### config.mk
export PLATFORM = sky130hd
export DESIGN_NAME = keypad_scan_flat
export DESIGN_NICKNAME = d
export VERILOG_FILES = /design/src/rtl/keypad_pkg.sv /design/src/rtl/keypad_scan_if.sv /design/src/rtl/keypad_scan_sync2.sv /design/src/rtl/keypad_scan.sv /design/src/flat_wrapper.sv
export SDC_FILE = /design/constraint.sdc
export NUM_CORES = 1
export LEC_CHECK = 0
export ABC_AREA = 1
export BUFFER_PORTS_ARGS = -buffer_cell sky130_fd_sc_hd__buf_2
export CAP_MARGIN = 20
export CORE_ASPECT_RATIO = 0.8
export CORE_MARGIN = 2
export CORE_UTILIZATION = 25
export DETAILED_ROUTE_END_ITERATION = 12
export PLACE_DENSITY = 0.46
export SKIP_CTS_REPAIR_TIMING = 1
export SLEW_MARGIN = 30
export SYNTH_ARGS = -nofsm -noshare
export SYNTH_HDL_FRONTEND = slang
export SYNTH_SLANG_ARGS = --single-unit
### constraint.sdc
create_clock -name clk -period 10.9 [get_ports clk]
set_input_delay 0 -clock clk [delete_from_list [all_inputs] [get_ports clk]]
set_output_delay 0 -clock clk [all_outputs]
set_load 0.05 [all_outputs]
### src/rtl/keypad_pkg.sv
// Shared types and the key map for the 4x4 matrix keypad scanner.
package keypad_pkg;

    typedef enum logic [1:0] {
        RES_NONE,
        RES_SINGLE,
        RES_MULTI
    } scan_res_e;

    typedef enum logic {
        DB_RELEASED,
        DB_PRESSED
    } db_state_e;

    // Debounce candidate: the last non-MULTI scan result.
    typedef struct packed {
        scan_res_e  kind;
        logic [3:0] code;
    } scan_cand_t;

    // Pmod KYPD layout, indexed {row, col}.
    localparam logic [3:0] KEY_MAP [16] = '{
        4'h1, 4'h2, 4'h3, 4'hA,
        4'h4, 4'h5, 4'h6, 4'hB,
        4'h7, 4'h8, 4'h9, 4'hC,
        4'h0, 4'hF, 4'hE, 4'hD
    };

endpackage

### src/rtl/keypad_scan_if.sv
// Keypad pins plus the decoded key outputs; master is the scanner side.
interface keypad_scan_if;
    logic [3:0] row;
    logic [3:0] col;
    logic [3:0] key_code;
    logic       key_valid;
    logic       key_held;

    modport master (input row, output col, key_code, key_valid, key_held);
    modport slave  (output row, input col, key_code, key_valid, key_held);
endinterface

### src/rtl/keypad_scan_sync2.sv
// Two-flop synchronizer; resets to all-ones so idle-high rows read as released.
module sync2 #(
    parameter int WIDTH = 4
) (
    input  logic             clk,
    input  logic             rst,
    input  logic [WIDTH-1:0] d_i,
    output logic [WIDTH-1:0] q_o
);
    logic [WIDTH-1:0] meta_q;
    logic [WIDTH-1:0] sync_q;

    // NOTE: sequential state uses non-blocking assignments so both stages shift on the same edge.
    always_ff @(posedge clk) begin
        if (rst) begin
            meta_q <= '1;
            sync_q <= '1;
        end else begin
            meta_q <= d_i;
            sync_q <= meta_q;
        end
    end

    assign q_o = sync_q;
endmodule

### src/rtl/keypad_scan.sv
// Column sequencer, per-scan accumulator and debounce FSM for a 4x4 keypad.
module keypad_scan
    import keypad_pkg::*;
#(
    parameter int SCAN_DIV       = 100000,
    parameter int DEBOUNCE_SCANS = 4
) (
    input  logic           clk,
    input  logic           rst,
    keypad_scan_if.master  kp
);
    localparam int DIV_W  = $clog2(SCAN_DIV);
    localparam int STAB_W = $clog2(DEBOUNCE_SCANS + 1);
    localparam logic [DIV_W-1:0]  DIV_LAST = DIV_W'(SCAN_DIV - 1);
    localparam logic [DIV_W-1:0]  DIV_ONE  = DIV_W'(1);
    localparam logic [STAB_W-1:0] STAB_MAX = STAB_W'(DEBOUNCE_SCANS);
    localparam logic [STAB_W-1:0] STAB_ONE = STAB_W'(1);

    logic [3:0]        row_sync;
    logic [DIV_W-1:0]  div_q, div_d;
    logic [1:0]        cidx_q, cidx_d;
    logic [3:0]        col_q, col_d;
    logic [1:0]        hits_q, hits_d;
    logic [3:0]        hit_idx_q, hit_idx_d;
    scan_cand_t        cand_q, cand_d;
    logic [STAB_W-1:0] stab_q, stab_d;
    db_state_e         state_q, state_d;
    logic [3:0]        key_code_q, key_code_d;
    logic              key_valid_q, key_valid_d;
    logic              key_held_q, key_held_d;

    logic       sample, scan_end;
    logic [2:0] col_lows, tot_lows;
    logic [1:0] col_row;
    logic [1:0] hits_new;
    logic [3:0] idx_new;
    scan_res_e  res;
    logic [3:0] res_code;
    logic       same, stable;

    sync2 #(.WIDTH(4)) u_row_sync (
        .clk (clk),
        .rst (rst),
        .d_i (kp.row),
        .q_o (row_sync)
    );

    assign sample   = (div_q == DIV_LAST);
    assign scan_end = sample && (cidx_q == 2'd3);

    // Lows seen in the current column, folded into a saturating per-scan hit count.
    always_comb begin
        col_lows = 3'd0;
        col_row  = 2'd0;
        for (int r = 0; r < 4; r++) begin
            if (!row_sync[r]) begin
                col_lows = col_lows + 3'd1;
                col_row  = 2'(r);
            end
        end
        tot_lows = {1'b0, hits_q} + col_lows;
        hits_new = (tot_lows >= 3'd2) ? 2'd2 : tot_lows[1:0];
        idx_new  = (hits_q == 2'd0 && col_lows == 3'd1) ? {col_row, cidx_q} : hit_idx_q;
        res      = (hits_new == 2'd0) ? RES_NONE : (hits_new == 2'd1) ? RES_SINGLE : RES_MULTI;
        res_code = KEY_MAP[idx_new];
    end

    always_comb begin
        div_d     = sample ? '0 : div_q + DIV_ONE;
        cidx_d    = sample ? cidx_q + 2'd1 : cidx_q;
        col_d     = ~(4'b0001 << cidx_d);
        hits_d    = hits_q;
        hit_idx_d = hit_idx_q;
        if (sample) begin
            hits_d    = scan_end ? 2'd0 : hits_new;
            hit_idx_d = scan_end ? 4'd0 : idx_new;
        end
    end

    // NOTE: every variable gets its default before any branch, so no latches are inferred.
    always_comb begin
        cand_d      = cand_q;
        stab_d      = stab_q;
        state_d     = state_q;
        key_code_d  = key_code_q;
        key_valid_d = 1'b0;
        key_held_d  = key_held_q;
        same        = 1'b0;
        stable      = 1'b0;

        // MULTI scans carry no information and leave the debounce untouched.
        if (scan_end && res != RES_MULTI) begin
            same = (res == cand_q.kind) && (res == RES_NONE || res_code == cand_q.code);
            if (same) begin
                stab_d = (stab_q == STAB_MAX) ? stab_q : stab_q + STAB_ONE;
            end else begin
                stab_d      = STAB_ONE;
                cand_d.kind = res;
                cand_d.code = (res == RES_SINGLE) ? res_code : 4'h0;
            end
            stable = (stab_d == STAB_MAX);

            unique case (state_q)
                DB_RELEASED: begin
                    if (stable && cand_d.kind == RES_SINGLE) begin
                        state_d     = DB_PRESSED;
                        key_code_d  = cand_d.code;
                        key_valid_d = 1'b1;
                        key_held_d  = 1'b1;
                    end
                end
                DB_PRESSED: begin
                    if (stable && cand_d.kind == RES_NONE) begin
                        state_d    = DB_RELEASED;
                        key_held_d = 1'b0;
                    end else if (stable && cand_d.code != key_code_q) begin
                        key_code_d  = cand_d.code;
                        key_valid_d = 1'b1;
                    end
                end
                default: state_d = DB_RELEASED;
            endcase
        end
    end

    always_ff @(posedge clk) begin
        if (rst) begin
            div_q       <= '0;
            cidx_q      <= 2'd0;
            col_q       <= 4'b1110;
            hits_q      <= 2'd0;
            hit_idx_q   <= 4'd0;
            cand_q      <= '{kind: RES_NONE, code: 4'h0};
            stab_q      <= '0;
            state_q     <= DB_RELEASED;
            key_code_q  <= 4'h0;
            key_valid_q <= 1'b0;
            key_held_q  <= 1'b0;
        end else begin
            div_q       <= div_d;
            cidx_q      <= cidx_d;
            col_q       <= col_d;
            hits_q      <= hits_d;
            hit_idx_q   <= hit_idx_d;
            cand_q      <= cand_d;
            stab_q      <= stab_d;
            state_q     <= state_d;
            key_code_q  <= key_code_d;
            key_valid_q <= key_valid_d;
            key_held_q  <= key_held_d;
        end
    end

    assign kp.col       = col_q;
    assign kp.key_code  = key_code_q;
    assign kp.key_valid = key_valid_q;
    assign kp.key_held  = key_held_q;
endmodule

### src/flat_wrapper.sv
// flat-port wrapper written by rule: the top's interface ports become plain ports
module keypad_scan_flat import keypad_pkg::*;
#(
    parameter int SCAN_DIV       = 100000,
    parameter int DEBOUNCE_SCANS = 4
)
  (clk, rst, kp_row, kp_col, kp_key_code, kp_key_valid, kp_key_held);
  keypad_scan_if kp_i ();
  input  logic clk;
  input  logic rst;
  input wire logic [$bits(kp_i.row)-1:0] kp_row;
  output wire logic [$bits(kp_i.col)-1:0] kp_col;
  output wire logic [$bits(kp_i.key_code)-1:0] kp_key_code;
  output wire logic [$bits(kp_i.key_valid)-1:0] kp_key_valid;
  output wire logic [$bits(kp_i.key_held)-1:0] kp_key_held;
  assign kp_i.row = kp_row;
  assign kp_col = kp_i.col;
  assign kp_key_code = kp_i.key_code;
  assign kp_key_valid = kp_i.key_valid;
  assign kp_key_held = kp_i.key_held;
  keypad_scan #(.SCAN_DIV(SCAN_DIV), .DEBOUNCE_SCANS(DEBOUNCE_SCANS)) u_core (.clk(clk), .rst(rst), .kp(kp_i));
endmodule
-- After elaboration in Yosys (flattened, before gate mapping)
Memories as Yosys holds them, arrays and structs flattened.
Cells that the tools add are included.
- input port bits: 6
- register bits after elaboration: 53
- output and inout port bits: 10
- memories: 1
- memory bits (read-only): 64
- word-level logic and storage cells: 96
- memories (name ; words ; width ; read ports ; clocked after memory_dff ; wr ports ; RTL line ; source):
    (name not given) ; 16 ; 4 ; 1 ; 0 ; 0 ; keypad_scan.sv:65 ; res_code = KEY_MAP[idx_new];
- muxes and demuxes: 35
- order comparisons: 2
- shifts and indexed selects: 1
- equal/unequal tests: 16
- reduce and logical (&&, ||, !) cells: 16
- bitwise logic cells: 4
- add/sub/neg operators: 7
- operators with widths (cell ; number):
    $mux W4 ; 8
    $mux W3 ; 6
    $add A17 B1 Y17 const B ; 1
    $eq A17 B17 Y1 const B ; 1
    $mux W2 ; 7
    $mux W6 ; 2
    $add A3 B1 Y3 const B ; 3
    $logic_not A2 Y1 ; 4
    $mux W1 ; 8
    $ne A2 B2 Y1 const B ; 4
    $pmux W4 S2 ; 1
    $logic_and A1 B1 Y1 ; 7
    $eq A2 B1 Y1 const B ; 3
    $eq A3 B3 Y1 const B ; 2
    $pmux W1 S2 ; 3
    $ge A5 B5 Y1 const B ; 1
    $not A4 Y5 ; 1
    $eq A4 B4 Y1 ; 1
    $ne A4 B4 Y1 ; 1
    $not A4 Y4 ; 1
    $reduce_and A4 Y1 ; 1
    $reduce_or A2 Y1 ; 2
    $shl A1 B2 Y4 const A ; 1
    $add A2 B3 Y3 ; 1
    other kinds (10) ; 11

-- Longest topological paths before layout
Gate-level depths: netlist of run 1.
- word-level depth: 24
- depth in mapped cells: 37
- mapped depth without buffers: 37

-- By module
Synthesis of run 1 repeated with hierarchy kept, for this count alone.
- cells, all modules: 438
- area, all modules: 3001.6 um2
- by module, submodules not included (module ; times used ; cells an instance ; area an instance (um2) ; seq. area each (um2)):
    keypad_scan ; 1 ; 413 ; 2777.7 ; 900.9
    sync2 ; 1 ; 25 ; 224.0 ; 160.2

-- Worst setup path after synthesis of run 1
Ideal clock, no wire load.
- kind: register to register
- start: register u_core.u_row_sync.sync_q[1] (netlist: u_core.u_row_sync.q_o[1])
- end: register u_core.key_code_q[0] (netlist: u_core.kp.key_code[0])
- path slack: 7.297 ns
- required time: 10.783 ns
- stages on the path, launching flop included: 26
- path buffers: 0
- period minus slack after synthesis: 3.603 ns
- setup time: 0.117 ns
- data arrival time: 3.486 ns
- path through: dfxtp_1 -> inv_1 -> ha_1 -> inv_1 -> nand2_1 -> nand2_1 -> ha_1 -> nand2_1 -> nand2_2 -> fa_1 -> nor3_4 -> inv_2 -> nor2_4 -> inv_2 -> nand2_1 -> o21ai_1 -> nor2_4 -> nand2_4 -> clkinv_2 -> nand3_2 -> o21ai_2 -> nand2_2 -> nor2_4 -> nand3_1 -> nand2_1 -> nor2_1
- cells in the longest elaborated chain, start to end: 21
- elaborated cells between the ends (all ways): 50
- those cells by class: 3 x add/sub; 1 x order compare; 12 x eq/ne; 21 x mux; 1 x bitwise; 11 x reduce/logical; 1 x memory
- RTL lines (item ; RTL line ; source):
    from (decl) ; keypad_scan_sync2.sv:11 ; logic [WIDTH-1:0] sync_q;
    from (signal assigned) ; keypad_scan_sync2.sv:20 ; sync_q <= meta_q;
    branches (longest 21 deep; another with $add A3 B1 Y3) ; - ;
    to (signal assigned) ; keypad_scan.sv:148 ; key_code_q <= key_code_d;
    to (decl) ; keypad_scan.sv:28 ; logic [3:0] key_code_q, key_code_d;
Several ways; the timed one is not identified. The select of a mux whose other input is x is not followed.
A chain may end at the register's enable or synchronous reset.

-- Worst setup path after layout of run 1
- start: register u_core.u_row_sync.sync_q[1] (netlist: u_core.u_row_sync.q_o[1])
- end: register u_core.key_code_q[3] (netlist: u_core.kp.key_code[3])
The elaborated chain is that of the path after synthesis.

==> results of run 1 <==
layout make-up:
| type | instances | area share, % |
|---|---|---|
| clock inverters | 1 | 0.2212 |
| well taps | 148 | 5.455 |
| clock buffers | 6 | 4.091 |
| inverters | 60 | 6.672 |
| flip-flops and latches | 53 | 31.26 |
| repair buffers | 20 | 3.612 |
| multi-input cells | 299 | 48.69 |
power groups by stage:
stage / Combinational, uW / Clock (uW) / Sequential [uW]
final: 71.3 / 161 / 197
after global routing: 82.7 / 174 / 198
after CTS: 70.4 / 167 / 197
after detailed placement: 70.2 / 0 / 202
after global placement: 69.4 / 0 / 202
after floorplan: 56.7 / 0 / 202
cell families (layout without fill, tap and decap cells):
kind of cell	count (synthesis)	after routing	synth area share [%]
compound gates	47	47	9.006
xor+xnor	5	5	1.480
fa+ha+maj	13	13	5.750
buf+inv	65	87	8.287
flops	53	53	35.86
simple gates	234	234	39.62
per-layer routing:
| metal | vias to the layer above | wire [um] | track usage, % | part of all wire (%) |
|---|---|---|---|---|
| li1 | 1398 | - | - | - |
| met1 | 1191 | 3456 | 14.64 | 53 |
| met2 | 15 | 2849 | 18.34 | 44 |
| met3 | 4 | 119 | 2.060 | 1.8 |
| met4 | 0 | 48 | 2.906 | 0.74 |
| met5 | - | 0 | 0 | 0 |
critical path, delay by kind of cell, from the launching register on:
family	cells	cell delay, ns
fa+ha+maj	3	1.15
compound gates	1	0.09
flops	1	0.33
simple gates	20	1.97
buf+inv	5	0.35
cells in the mapped netlist (5+ instances only):
cell type	number
nor4_1	5
nor2_4	6
inv_2	5
inv_1	53
nand2_2	14
or2_2	9
clkbuf_1	5
nand4_1	9
o21ai_0	5
dfxtp_1	53
nand2_1	90
ha_1	12
a21oi_1	25
nand3_1	40
nand3b_1	6
nor3_1	11
nor2_1	32
o22ai_1	7
sequential cells by signal (all words and copies together) (netlist names), 2 cells and up:
register                  count
u_core.hits_q                 2
u_core.u_row_sync.q_o         4
u_core.kp.col                 4
u_core.cidx_q                 2
u_core.stab_q                 3
u_core.u_row_sync.meta_q      4
u_core.kp.key_code            4
u_core.div_q                 17
u_core.cand_q                 6
u_core.hit_idx_q              4
through the flow:
stage | power [uW] | instances | setup WS (ns) | instance area, um2
finish | 429.7 | 587 | 6.918 | 3395
detailed placement | 272.1 | 576 | 6.905 | 3208
global placement | 271.3 | 576 | 7.013 | 3208
global route | 454.4 | 587 | 6.470 | 3395
CTS | 434.5 | 583 | 6.904 | 3354
floorplan | 258.2 | 417 | 7.297 | 2959
worst min-delay path by stage:
stage / start / end / slack [ns] / depth (start not counted)
3_3_place_gp: kp_row[2] / u_core.u_row_sync.meta_q[2] / 0.18 / 2
3_5_place_dp: kp_row[2] / u_core.u_row_sync.meta_q[2] / 0.19 / 2
6_report: rst / u_core.kp.key_valid / 0.13 / 2
5_1_grt: rst / u_core.kp.key_valid / 0.17 / 2
2_1_floorplan: kp_row[0] / u_core.u_row_sync.meta_q[0] / 0.10 / 1
4_1_cts: kp_row[2] / u_core.u_row_sync.meta_q[2] / -0.11 / 2
==> impl_results.md, run 1 <==
- R2r endpoint: u_core.kp.key_code[3]
- FF-to-FF path depth: 29
- Die Span X: 125.6 um
- Top post-synthesis cells by area: dfxtp_1 (36%), nand2_1 (11%), nand3_1 (6.8%)
- Hold WC Path Type: in -> reg
- Total Routing Usage GR: 10.96%
- Drt first pass iters: 4
- Clk pwr share: 37.5%
- Initial Util: 25.69%
- Pin count of the biggest net entering global routing: 23
- Worst-path clk slew: 0.07 ns
- Critical Path Most Common Cell: nand2_1
- TritonCTS clock tree: built
- Cell variety after synth: 38
- Via density: 4.443
- Post-synth EDFFs: 0
- Setup_tns: 0 ns
- Antenna violations before repair: 0
- Final wirelength: 6473 um
- Most frequent cells in the layout: nand2_1 (90), inv_1 (53), dfxtp_1 (53)
- R2R setup slack: 6.92 ns
- DIE AREA: 12730 um2
- Routability Congestion: 0.8024
- Reg area: 1061 um2
- Most common cell after layout, fill and taps aside: nand2_1
- P_int: 310.0 uW
- Crit path kind: reg -> reg
- First-pass GRT wire length: 11620 um
- Fin Hold WS: 0.1301 ns
- Final max-slew violation count: 0
- Area grow syn2layout: 14.71%
- Synthesized cell area: 2959 um2
- Filler instances: 1257
- Layout Utilization: 29.47%
- Crit Reg-Reg Startpoint: u_core.u_row_sync.q_o[1]
- Reg power frac: 45.9%
- Worst Setup EP: u_core.kp.key_code[3]
- DR vias: 2608
- DRC: 0
- CTS Buf Count: 5
- RSZ-0062 raised after global routing: no
- Dpl hpwl: 4996 um
- Crit. End Element: register
- Layout cell share with drive strength beyond 1: 15.72%
- FF+latch count, synth: 53
- CP Launch Type: register
- Actual slew at the worst max-slew pin: 0.8359 ns
- Tcrit/Tclk final: 36.53%
- Fin Clk Skew: 0.009508 ns
- ANT cells: 0
- Drt wl/cell: 11.03 um
- Worst Setup SP: u_core.u_row_sync.q_o[1]
- Top_reg_cell synth: dfxtp_1
- Worst path max stage delay: 0.54 ns
- Gate count after technology mapping: 417
- Synth area leader: dfxtp_1
- Required time worst endpoint: 11.09 ns
- Syn. warnings: 0
- CP max-delay cell: fa_1
- Worst-case clock buffer depth: 2
- Achievable Freq: 251.1 MHz
- P per Cell Area: 126.6 nW/um2
- Vias in the first global route: 2540
- Row count: 35
- FFs w/ async S/R, synth: 0%
- Nets: 458
- Area used by multi-input combinational logic: 1653 um2
- Max-cap violations: 0
- Comb pwr share: 16.6%
- Top cell type's share of synthesized area: 35.86%
- Fin crit period: 3.982 ns
- Sequential area share after synthesis: 35.86%
- Clock sink count: 53
- CP arrival: 4.17 ns
- Synth Net Count: 436
- Initial DRC count: 109
- Worst-skew pair later-pin latency: 0.29 ns
- Number of port buffers: 15
- Leak: 0.001424 uW
- Gr ovfl total: 0
- I/O pin count: 16
- Crit path max fanout: 9
- Switching power: 119.7 uW
- H-tree depth: 2
- Count of final setup violators: 0
- Avg Cell Area, Syn: 7.096 um2
- Clk root buf: clkbuf_16
- Sw frac: 27.85%
- Outcome: complete, no violations
- Max VDD drop: 53.57 uV
- Final Hold Violating Endpoints: 0
- Die Ht: 101.3 um
- Core area: 11520 um2
- Routed Antenna Nets: 0
- Max-slew headroom: 44.14%
Power figures use the tool's default switching activity.
==> run 2: changes to the inputs <==
Settings changed: ABC_AREA 1 to 0, PLACE_DENSITY 0.46 to 0.48.
Clock period 10.9 ns to 3.56 ns, I/O delays scaled along.
==> run 2 against run 1 <==
Against the previous run: setup slack got worse by 7.9 ns; sequential share of layout area fell by 6.4 points; routed wire length rose by 17%; largest power group unchanged; via count rose by 4.0%; synthesized area rose by 2.8%; critical path depth fell by 8; the run now ends with negative setup slack left; non-clock buffer count rose by 72; cell count fell by 0.17%.
==> impl_results.md, run 2 <==
- Core area: 12030 um2 (+4.4%)
- Placement Setup Slack: -1.021 ns (-7.926 ns)
- Routed Antenna Nets: 0 (unchanged)
- Hold WC Path Type: in -> reg
- DR vias: 2712 (+4.0%)
- Via density: 4.628 (+4.2%)
- Initial DRC count: 112 (+2.8%)
- DP Cell Count: 563 (-2.3%)
- Initial Util: 25.30% (-0.39 points)
- Post-synth top cells: dfxtp_1 (53), nand2_1 (33), nor2_1 (32), a21oi_1 (20), nand3_1 (16)
- Post-route worst setup slack: -0.9407 ns (-7.859 ns)
- Max FFs per register: 17 (unchanged)
- Synth Net Count: 365 (-16%)
- Clock sink count: 53 (unchanged)
- Synth area leader: dfxtp_1
- Worst Setup SP: u_core.u_row_sync.q_o[1]
- Sequential area share after synthesis: 34.87% (-0.99 points)
- Clk root buf: clkbuf_16
- Fin Clk Skew: 0.005233 ns (-0.004275 ns)
- RSZ-0062 raised after global routing: yes
- R2r endpoint: u_core.kp.key_code[2]
- Top cell type's share of synthesized area: 34.87% (-0.99 points)
- Antenna violations before repair: 0 (unchanged)
- Most frequent cells in the layout: buf_4 (65), dfxtp_1 (51), nand2_1 (30), nor2_1 (30), a21oi_1 (19)
- First-pass GRT wire length: 12030 um (+3.5%)
- Total Routing Usage GR: 11.38% (+0.43 points)
- Post-synth EDFFs: 0 (unchanged)
- Vias in the first global route: 2424 (-4.6%)
- Worst-path clk slew: 0.08 ns (about the same)
- Non-Filler Instances: 586 (-0.17%)
- Achievable Freq: 222.2 MHz (-12%)
- Number of port buffers: 15 (unchanged)
- Required time worst endpoint: 3.71 ns (-7.38 ns)
- Tcrit/Tclk final: 126.4% (+90 points)
- DRC: 0 (unchanged)
- Crit path max fanout: 6 (-3)
- Crit. End Element: register
- Worst path max stage delay: 0.52 ns (-0.02 ns)
- Outcome: finished with violations
- Die Ht: 102.7 um (+1.4%)
- Filler instances: 1203 (-4.3%)
- Crit Reg-Reg Startpoint: u_core.u_row_sync.q_o[1]
- Gate count after technology mapping: 346 (-17%)
- Drt wl/cell: 12.89 um (+17%)
- Fin Hold WS: 0.2062 ns (+0.07612 ns)
- Area grow syn2layout: 40.38%
- TritonCTS clock tree: built
- Reg area: 1064 um2 (+0.24%)
- Synthesized cell area: 3043 um2 (+2.8%)
- Area used by multi-input combinational logic: 2100 um2 (+27%)
- Final Hold Violating Endpoints: 0 (unchanged)
- CP arrival: 4.65 ns (+0.48 ns)
- Top post-synthesis cells by area: dfxtp_1 (35%), ha_1 (4.9%), xnor2_1 (4.3%)
- CP Launch Type: register
- Most common cell after layout, fill and taps aside: buf_4
- Top reg by flops: u_core.div_q
- Max VDD drop: 209.4 uV (+290%)
- DIE AREA: 13080 um2 (+2.7%)
- Count leader, synth: dfxtp_1
- Syn. warnings: 0 (unchanged)
- Max-cap violations: 0 (unchanged)
- Fin crit period: 4.501 ns (+0.5186 ns)
- Pin count of the biggest net entering global routing: 33 (+43%)
- Count of final setup violators: 15 (+15)
- FFs w/ async S/R, synth: 0% (unchanged)
- Crit path kind: reg -> reg
- Actual slew at the worst max-slew pin: 0.6823 ns (-0.1537 ns)
- Worst Setup EP: u_core.kp.key_code[2]
- Row count: 36 (+2.9%)
- P per Cell Area: 333.8 nW/um2 (+160%)
- Regs by FF count: u_core.div_q x17, u_core.cand_q x6
- Critical-path cell list: buf_6 > ha_4 > or2_4 > nand2_4 > ha_4 > nor4_4 > a31oi_2 > nor3_4 > mux2i_2 > buf_4 > ha_2 > buf_4 > or3_4 > nand3_2 > or4b_4 > o31ai_4 > buf_6 > mux2i_2 > or2_4 > a2111oi_4 > a211oi_1
- ANT cells: 0 (unchanged)
- Max-slew headroom: 53.87% (+9.7 points)
- Final max-slew violation count: 0 (unchanged)
- Failing checks: negative setup slack
- Gr ovfl total: 0 (unchanged)
- Drt first pass iters: 4 (unchanged)
- CP max-delay cell: or4b_4
- Leak: 0.001637 uW (+15%)
- Top_reg_cell synth: dfxtp_1
- Final wirelength: 7552 um (+17%)
- H-tree depth: 2 (unchanged)
- I/O pin count: 16 (unchanged)
- Avg Cell Area, Syn: 8.795 um2 (+24%)
- Min-delay src: rst
- R2R setup slack: -0.94 ns (-7.86 ns)
- FF-to-FF path depth: 21 (-28%)
- Worst-case clock buffer depth: 2 (unchanged)
- FF+latch count, synth: 53 (unchanged)
- Nets: 452 (-1.3%)
- Layout cell share with drive strength beyond 1: 37.79% (+22 points)
- CTS Buf Count: 5 (unchanged)
- Routability Congestion: 0.7908 (-1.4%)
- Cell variety after synth: 73 (+92%)
- Die Span X: 127.3 um (+1.4%)
- Worst-skew pair later-pin latency: 0.29 ns (about the same)
- Dpl hpwl: 5513 um (+10%)
[run 2: power by group]
group | internal, uW | switching [uW] | total (uW)
Combinational | 167 | 150 | 317
Sequential | 601 | 5.33 | 606
Clock | 266 | 237 | 503
[run 2: layer usage]
layer | GRT usage, % | vias to the layer above | routed length, um
li1 | - | 1404 | -
met1 | 17.19 | 1280 | 4028
met2 | 16.95 | 24 | 3314
met3 | 1.557 | 4 | 148
met4 | 3.043 | 0 | 61
met5 | 0 | - | 0
[run 2: cell families after synthesis]
| group | Yosys count | synth area share, % |
|---|---|---|
| muxes | 12 | 4.523 |
| adders and majority gates | 13 | 5.592 |
| AOI/OAI and AO/OA | 69 | 16.94 |
| xor gates and xnor gates | 24 | 7.155 |
| buffers and inverters | 27 | 4.358 |
| DFF | 53 | 34.87 |
| and+or+nand+nor | 148 | 26.56 |
[run 2: area by class of cell]
class / instances / share of cell area, %
Multi-Input combinational cell: 266 / 49.15
Sequential cell: 53 / 24.90
Timing Repair Buffer: 92 / 16.64
Tap cell: 152 / 4.452
Clock buffer: 5 / 2.929
Inverter: 15 / 1.318
Clock inverter: 3 / 0.6151
[run 2: metrics by stage]
step | total power [uW] | TNS [ns] | utilization, % | area [um2]
floorplan | 788.3 | -7.014 | - | 3179
global placement | 900.8 | -11.02 | 31.95 | 3842
detailed placement | 898.5 | -10.93 | 31.95 | 3842
CTS | 1404 | -11.73 | 33.21 | 3994
global route | 1493 | -12.52 | 35.52 | 4272
finish | 1426 | -9.734 | 35.52 | 4272
[run 2: how the worst min path moves through the flow]
stage | endpoint | slack, ns | cells past startpoint
6_report | u_core.cand_q[1] | 0.21 | 2
5_1_grt | u_core.div_q[4] | 0.24 | 2
4_1_cts | u_core.u_row_sync.meta_q[2] | -0.12 | 2
3_5_place_dp | u_core.u_row_sync.meta_q[2] | 0.19 | 2
3_3_place_gp | u_core.u_row_sync.meta_q[2] | 0.18 | 2
2_1_floorplan | u_core.u_row_sync.meta_q[0] | 0.10 | 1
[run 2: worst max-delay path, delay by kind of cell (launching register included)]
kind	cells	cell delay, ns
AOI/OAI and AO/OA	4	0.71
DFF	1	0.32
and+or+nand+nor	8	2.06
adders and majority gates	3	0.52
buffers and inverters	4	0.56
muxes	2	0.19
